[src/rtl/tick_generator_if.sv]
// Handshake bundle between the tick generator and its controller.
// Master drives the run/load controls; slave returns the tick and limit.
interface tick_generator_if;
  logic        enable1;
  logic        load;
  logic [5:0]  divideby;
  logic        enable2;
  logic [23:0] halfmax;
  logic        running;
  logic        err;

  modport master (
    output enable1, load, divideby,
    input  enable2, halfmax, running, err
  );

  modport slave (
    input  enable1, load, divideby,
    output enable2, halfmax, running, err
  );
endinterface

[src/rtl/tick_generator.sv]
// Rate stage: turns a latched divide setting into a periodic one-cycle
// strobe and a saturated half-limit for the downstream counter.
module tick_generator #(
  parameter int unsigned BASE_DIV   = 50000,
  parameter logic [23:0] HALF_SCALE = 24'd4096
) (
  input  logic             clk,
  input  logic             reset,
  tick_generator_if.slave  bus
);

  localparam int BW = (BASE_DIV > 1) ? $clog2(BASE_DIV) : 1;

  typedef enum logic [1:0] {
    IDLE = 2'd0,
    RUN  = 2'd1,
    ERR  = 2'd2
  } state_t;

  state_t        state_q;
  logic [5:0]    n_lat_q;
  logic [BW-1:0] base_q;
  logic [5:0]    div_q;
  logic          enable2_q;
  logic [23:0]   halfmax_q;
  logic [23:0]   halfmax_d;
  logic [29:0]   prod;
  logic          accept;
  logic          base_last;
  logic          div_last;

  assign prod      = 30'(bus.divideby) * 30'(HALF_SCALE);
  assign accept    = bus.load & bus.enable1;
  assign base_last = (base_q == BW'(BASE_DIV - 1));
  assign div_last  = (div_q == n_lat_q - 6'd1);

  always_comb begin
    halfmax_d = prod[23:0];
    if (prod[29:24] != 6'd0) halfmax_d = 24'hFFFFFF;
  end

  always_ff @(posedge clk) begin
    if (!reset) begin
      state_q   <= IDLE;
      n_lat_q   <= '0;
      base_q    <= '0;
      div_q     <= '0;
      enable2_q <= 1'b0;
      halfmax_q <= '0;
    end else begin
      enable2_q <= 1'b0;
      if (accept) begin
        // A load always wins over a tick landing on the same edge.
        if (bus.divideby != 6'd0) begin
          n_lat_q   <= bus.divideby;
          halfmax_q <= halfmax_d;
          base_q    <= '0;
          div_q     <= '0;
          state_q   <= RUN;
        end else begin
          state_q   <= ERR;
        end
      end else if (state_q == RUN && bus.enable1) begin
        if (base_last) begin
          base_q <= '0;
          if (div_last) begin
            div_q     <= '0;
            enable2_q <= 1'b1;
          end else begin
            div_q <= div_q + 6'd1;
          end
        end else begin
          base_q <= base_q + BW'(1);
        end
      end
    end
  end

  assign bus.enable2 = enable2_q;
  assign bus.halfmax = halfmax_q;
  assign bus.running = (state_q == RUN);
  assign bus.err     = (state_q == ERR);

endmodule
[src/flat_wrapper.sv]
// flat-port wrapper written by rule: the top's interface ports become plain ports
module tick_generator_flat 
#(
  parameter int unsigned BASE_DIV   = 50000,
  parameter logic [23:0] HALF_SCALE = 24'd4096
)
  (clk, reset, bus_enable1, bus_load, bus_divideby, bus_enable2, bus_halfmax, bus_running, bus_err);
  tick_generator_if bus_i ();
  input  logic clk;
  input  logic reset;
  input wire logic [$bits(bus_i.enable1)-1:0] bus_enable1;
  input wire logic [$bits(bus_i.load)-1:0] bus_load;
  input wire logic [$bits(bus_i.divideby)-1:0] bus_divideby;
  output wire logic [$bits(bus_i.enable2)-1:0] bus_enable2;
  output wire logic [$bits(bus_i.halfmax)-1:0] bus_halfmax;
  output wire logic [$bits(bus_i.running)-1:0] bus_running;
  output wire logic [$bits(bus_i.err)-1:0] bus_err;
  assign bus_i.enable1 = bus_enable1;
  assign bus_i.load = bus_load;
  assign bus_i.divideby = bus_divideby;
  assign bus_enable2 = bus_i.enable2;
  assign bus_halfmax = bus_i.halfmax;
  assign bus_running = bus_i.running;
  assign bus_err = bus_i.err;
  tick_generator #(.BASE_DIV(BASE_DIV), .HALF_SCALE(HALF_SCALE)) u_core (.clk(clk), .reset(reset), .bus(bus_i));
endmodule
[config.mk]
export PLATFORM = sky130hd
export DESIGN_NAME = tick_generator_flat
export DESIGN_NICKNAME = d
export VERILOG_FILES = /design/src/rtl/tick_generator_if.sv /design/src/rtl/tick_generator.sv /design/src/flat_wrapper.sv
export SDC_FILE = /design/constraint.sdc
export NUM_CORES = 1
export LEC_CHECK = 0
export ABC_CLOCK_PERIOD_IN_PS = 1900
export BUFFER_PORTS_ARGS = -buffer_cell sky130_fd_sc_hd__buf_2
export CAP_MARGIN = 20
export CORE_UTILIZATION = 40
export CTS_BUF_LIST = sky130_fd_sc_hd__clkbuf_8
export CTS_CLUSTER_DIAMETER = 120
export DETAILED_ROUTE_END_ITERATION = 7
export GPL_ROUTABILITY_DRIVEN = 0
export PLACE_DENSITY = 0.71
export SLEW_MARGIN = 20
export SYNTH_ARGS = -nofsm -noshare
export SYNTH_HDL_FRONTEND = slang
export SYNTH_SLANG_ARGS = --single-unit
[constraint.sdc]
create_clock -name clk -period 1.9 [get_ports clk]
set_input_delay 0.285 -clock clk [delete_from_list [all_inputs] [get_ports clk]]
set_output_delay 0.285 -clock clk [all_outputs]
set_load 0.01 [all_outputs]
Word level (Yosys, flattened, before mapping)
Index checks and enable logic that the tools add are counted.
{"block": "totals", "ff_bits": 31}
{"block": "op_classes", "n_addsub": 3, "eq_ne": 5, "mux": 11, "bitwise": 4, "n_reduce_logical": 8}
{"op": "16-bit 2-to-1 mux", "n": 4}
{"op": "6-bit 2-to-1 mux", "n": 5}
{"op": "16-bit by 1-bit adder with 16-bit output, second input constant", "n": 1}
{"op": "16-bit equality test, second input constant", "n": 1}
{"op": "6-bit by 1-bit adder with 6-bit output, second input constant", "n": 1}
{"op": "6-bit equality test", "n": 1}
{"op": "6-bit nonzero test", "n": 1}
{"op": "6-bit by 1-bit subtractor with 6-bit output, second input constant", "n": 1}
{"op": "2-bit AND reduction", "n": 2}
{"op": "2-bit nonzero test", "n": 2}
{"op": "4-bit OR reduction", "n": 1}
{"op": "1-bit inverter", "n": 3}
{"op": "3-bit AND reduction", "n": 1}
{"op": "2-bit by 1-bit equality test with 1-bit output, second input constant", "n": 1}
{"op": "2-bit equality test, second input constant", "n": 1}
{"op": "2-bit 2-to-1 mux", "n": 1}
{"op": "2-bit != test, second input constant", "n": 1}
{"op": "1-bit AND", "n": 1}
{"op": "1-bit logical AND", "n": 1}
{"op": "1-bit 2-to-1 mux", "n": 1}

Depth between registers and ports, before layout
{"block": "depth", "depth_word": 6, "ltp_mapped": 8, "ltp_nobuf": 7}

Least setup slack after synthesis
OpenSTA, ideal clock, no wires.
{"block": "synth_timing", "kind": "flip-flop to flip-flop", "from": "register u_core.n_lat_q[0]", "to": "register u_core.div_q[2]", "arrival_time_ns": 1.746, "slack_ns": 0.027, "stages_incl_launch_ff": 9, "n_path_buf": 1, "path_cell_list": "dfxtp_1 > inv_1 > ha_1 > xor2_1 > o211ai_1 > or3_1 > buf_1 > o211ai_1 > a22oi_1"}
{"block": "synth_between", "elab_chain_cells": 6}
{"element": "from (decl)", "line_no": "tick_generator.sv:21", "source": "logic [5:0] n_lat_q;"}
{"element": "from (signal assigned)", "line_no": "tick_generator.sv:55", "source": "n_lat_q <= bus.divideby;"}
{"element": "6-bit by 1-bit subtractor with 6-bit output", "line_no": "tick_generator.sv:35", "source": "assign div_last = (div_q == n_lat_q - 6'd1);"}
{"element": "6-bit equality test", "line_no": "tick_generator.sv:35"}
{"element": "6-bit 2-to-1 mux", "line_no": "tick_generator.sv:66", "source": "if (div_last) begin"}
{"element": "6-bit 2-to-1 mux", "line_no": "tick_generator.sv:64", "source": "if (base_last) begin"}
{"element": "6-bit 2-to-1 mux", "line_no": "tick_generator.sv:63", "source": "end else if (state_q == RUN && bus.enable1) begin"}
{"element": "6-bit 2-to-1 mux", "line_no": "tick_generator.sv:52", "source": "if (accept) begin"}
{"element": "to (signal assigned)", "line_no": "tick_generator.sv:70", "source": "div_q <= div_q + 6'd1;"}
{"element": "to (decl)", "line_no": "tick_generator.sv:23", "source": "logic [5:0] div_q;"}
No other way between the ends. The select of a mux whose other input is x is not followed.
A chain may end at the register's enable or synchronous reset.

Final worst setup path
Same ends and word-level chain as after synthesis.

==> metrics <==
first-pass GRT wire length=6078 um; count of different cell masters after synthesis=46; CTS root buffer=sky130_fd_sc_hd__clkbuf_8; sequential standard cell area=620.6 um^2; part of the Yosys area used for sequential elements=33.29%; latest clock arrival within the worst-skew pair=0.28 ns; I/O pins=37; dominant cell type by count on the critical path=sky130_fd_sc_hd__o211ai_1; startpoint of the most critical setup path=u_core.n_lat_q[0]; required time reported for the critical path endpoint=2.07 ns; maximum number of pins on one net before global-route repair=21; summed instance area of the synthesized netlist=0.001864 mm^2; critical path, cell by cell=inv_1 -> ha_1 -> xor2_1 -> o211ai_1 -> or3_1 -> o211ai_1 -> a22oi_1; number of storage elements in the synthesis netlist=31; first-pass iteration count of the detailed router=4; total wire length=3559 um; type of the worst min-delay path=in2reg; primary flip-flop cell chosen by synthesis mapping=sky130_fd_sc_hd__dfxtp_1; Worst VDD drop=379.1 uV; half-perimeter wire length of the detailed placement result=2602 um; DRC violation total after the first TritonRoute iteration=86; full die area=0.004938 mm^2; type of the worst setup path=reg2reg; final std cells w/o fill=302; PnR Total Power=1355 uW; Hold Vio Cnt, Final=0; slowest cell on the critical path=sky130_fd_sc_hd__or3_1; total number of yosys warnings=0; Wirelength per Cell=11.78 um; outcome=completed; maximum clock rate=0.5639 GHz; htree depth=2; clock net sink count=31; final net count=263; placeable core region=0.004414 mm^2; number of buffers created by CTS=5; family with the most delay on the worst path=simple AND/OR/NAND/NOR gates; Worst Path Max Fanout=8; Final Setup Violations=0; quantity of hold-fixing buffers added after cts=0; clock buffer depth=2; count of buffers inserted at the top-level ports=18; antenna violations before repair=0; Async S/R FF share, synth=0%; vertical die dimension=70.27 um; beginning of the worst register-to-register path=u_core.n_lat_q[0]; clock tree from TritonCTS=done; starting density of the core=42.23%; GRT Util Overall=15.40%; data arrival time of the critical path=1.94 ns; EDFF count, synth=0; via count of the first global-routing pass=1,368; total instance count after detailed placement=294; count of buffer and inverter cells on the critical path=1; area growth from synthesis to final layout=10.20%; routed via count divided by cell count=5.063; total via count after detailed routing=1,529; worst clock skew=0.007768 ns; area of combinational cells with multiple inputs=0.001109 mm^2; Slowest Stage Delay on Critical Path=0.45 ns; startpoint of the most critical hold path=bus_divideby[0]; proportion of layout cells with a drive suffix above 1=16.40%; P per Cell Area=659.5 mW/mm^2; # fillers=418; Chip Width=70.27 um; std cell rows=24; Residual DRC=0; CTS clk-pin slew, worst paths=0.07 ns; average cell area after synthesis=8.249 um^2; reported max-cap violation count=0; Final Cell Area=0.002054 mm^2; post-route minimum period=1.773 ns; reported leakage power=0.0007885 uW; Critical Path End Type=flip-flop; cell area reported after detailed placement=0.001953 mm^2; fraction of the cycle the final worst path needs=93.33%; kind of launch point of the worst setup path=flip-flop; cells after synthesis=226; grt ovf=0; antenna-violating nets left=0; ANT cells=0; number of max-slew violations in the final report=0; final hold slack=0.2520 ns
==> flip-flops by register name, summed over array words and instances, names as in the netlist <==
signal and flops:
u_core.div_q 6, u_core.base_q 16, u_core.n_lat_q 6, u_core.state_q 2, u_core.bus.enable2 1
==> final cells by class <==
| class | instances | area share, % |
|---|---|---|
| Clock buffer | 6 | 4.019 |
| Inverter | 8 | 1.462 |
| Sequential cell | 31 | 30.21 |
| Multi-Input combinational cell | 179 | 53.96 |
| Timing Repair Buffer | 25 | 6.943 |
| Clock inverter | 1 | 0.2436 |
| Tap cell | 52 | 3.167 |
==> cells by family (layout without fill, tap and decap cells) <==
kind of cell	Yosys count	after routing	synth area share [%]
buffers and inverters	33	40	11.01
XOR/XNOR	18	18	8.456
other	1	18	0.2011
adder cells (fa/ha/maj)	3	3	2.014
AND/OR/NAND/NOR	105	105	31.01
flip-flops	31	31	33.29
AO/OA/AOI/OAI	35	35	14.03
==> placed cells by master, fill, tap and decap left out, drive strengths merged <==
master and instances:
a22oi 2, nand2b 2, nor2 21, o211ai 5
nor4 4, nor4b 2, conb 18, nand3 10
inv 8, and2 4, or4 1, and2b 1
nand4 3, o221a 1, and3 2, o22ai 2
nor4bb 1, a2111oi 1, xnor2 14, nand2 28
o221ai 3, a21o 1, a21boi 7, or3 3
nor2b 3, buf 25, nor3b 1, dfxtp 31
ha 3, nor3 10, clkinv 1, clkbuf 6
nand3b 1, xor2 4, o21ai 6, and3b 3
and4 4, or3b 1, a21oi 7
==> power breakdown <==
| part | internal [uW] | total (uW) | leakage [uW] | switching, uW |
|---|---|---|---|---|
| Clock | 284 | 527 | 0.0000470 | 243 |
| Sequential | 660 | 671 | 0.000251 | 10.9 |
| Combinational | 60.8 | 157 | 0.000491 | 96.7 |
| Total | 1000 | 1350 | 0.000788 | 350 |
==> through the flow <==
stage	setup slack, ns	setup TNS (ns)	util, %
floorplan	0.02691	0	-
global placement	0.1147	0	44.25
detailed placement	0.09098	0	44.25
CTS	0.1200	0	46.23
global route	-0.0007441	-0.0007441	46.54
finish	0.1268	0	46.54
==> per-layer routing <==
| metal | track usage, % | part of all wire (%) | vias up |
|---|---|---|---|
| met3 | 4.473 | 3.1 | 7 |
| met4 | 6.667 | 2.1 | 0 |
| met5 | 0 | 0 | - |
| met1 | 20.18 | 52 | 698 |
| met2 | 23.39 | 43 | 27 |
| li1 | - | - | 797 |
==> worst reg2reg max path: cells and delay by family (launching register included) <==
| family | cells | cell delay (ns) |
|---|---|---|
| xor gates and xnor gates | 1 | 0.13 |
| adders and majority gates | 1 | 0.29 |
| buffers and inverters | 1 | 0.04 |
| DFF | 1 | 0.33 |
| and+or+nand+nor | 1 | 0.45 |
| AOI/OAI and AO/OA | 3 | 0.42 |
==> cell usage after synthesis, types with 3 or more instances <==
library cell | instances | area, um^2
sky130_fd_sc_hd__and4_1 | 4 | 35.03
sky130_fd_sc_hd__inv_1 | 8 | 30.03
sky130_fd_sc_hd__ha_1 | 3 | 37.54
sky130_fd_sc_hd__nor2b_1 | 3 | 18.77
sky130_fd_sc_hd__nor2_1 | 21 | 78.83
sky130_fd_sc_hd__nand2_1 | 26 | 97.59
sky130_fd_sc_hd__a21boi_1 | 3 | 22.52
sky130_fd_sc_hd__and3b_1 | 3 | 26.28
sky130_fd_sc_hd__o211ai_1 | 5 | 37.54
sky130_fd_sc_hd__nand4_1 | 3 | 18.77
sky130_fd_sc_hd__a21oi_1 | 7 | 35.03
sky130_fd_sc_hd__buf_4 | 19 | 142.6
sky130_fd_sc_hd__a21boi_0 | 4 | 30.03
sky130_fd_sc_hd__nand3_1 | 10 | 50.05
sky130_fd_sc_hd__nor4_1 | 4 | 25.02
sky130_fd_sc_hd__nor3_1 | 9 | 45.04
sky130_fd_sc_hd__o21ai_0 | 6 | 30.03
sky130_fd_sc_hd__and2_1 | 4 | 25.02
sky130_fd_sc_hd__xor2_1 | 4 | 35.03
sky130_fd_sc_hd__xnor2_1 | 14 | 122.6
sky130_fd_sc_hd__dfxtp_1 | 31 | 620.6
==> what timing repair did <==
item                                   CTS  global route
endpoints found under the hold margin    0             0
setup endpoints to repair                0            18
resized for setup                        0             1
buffers inserted                         0             1
==> final timing paths <==
| kind | cells after the start | slack (ns) | end |
|---|---|---|---|
| hold / removal | 3 | 0.25 | u_core.n_lat_q[0] |
| setup / recovery | 7 | 0.13 | u_core.div_q[2] |
| setup reg to reg | 7 | 0.13 | u_core.div_q[2] |
| hold reg to reg | 2 | 0.49 | u_core.div_q[5] |
Power figures use the tool's default switching activity.
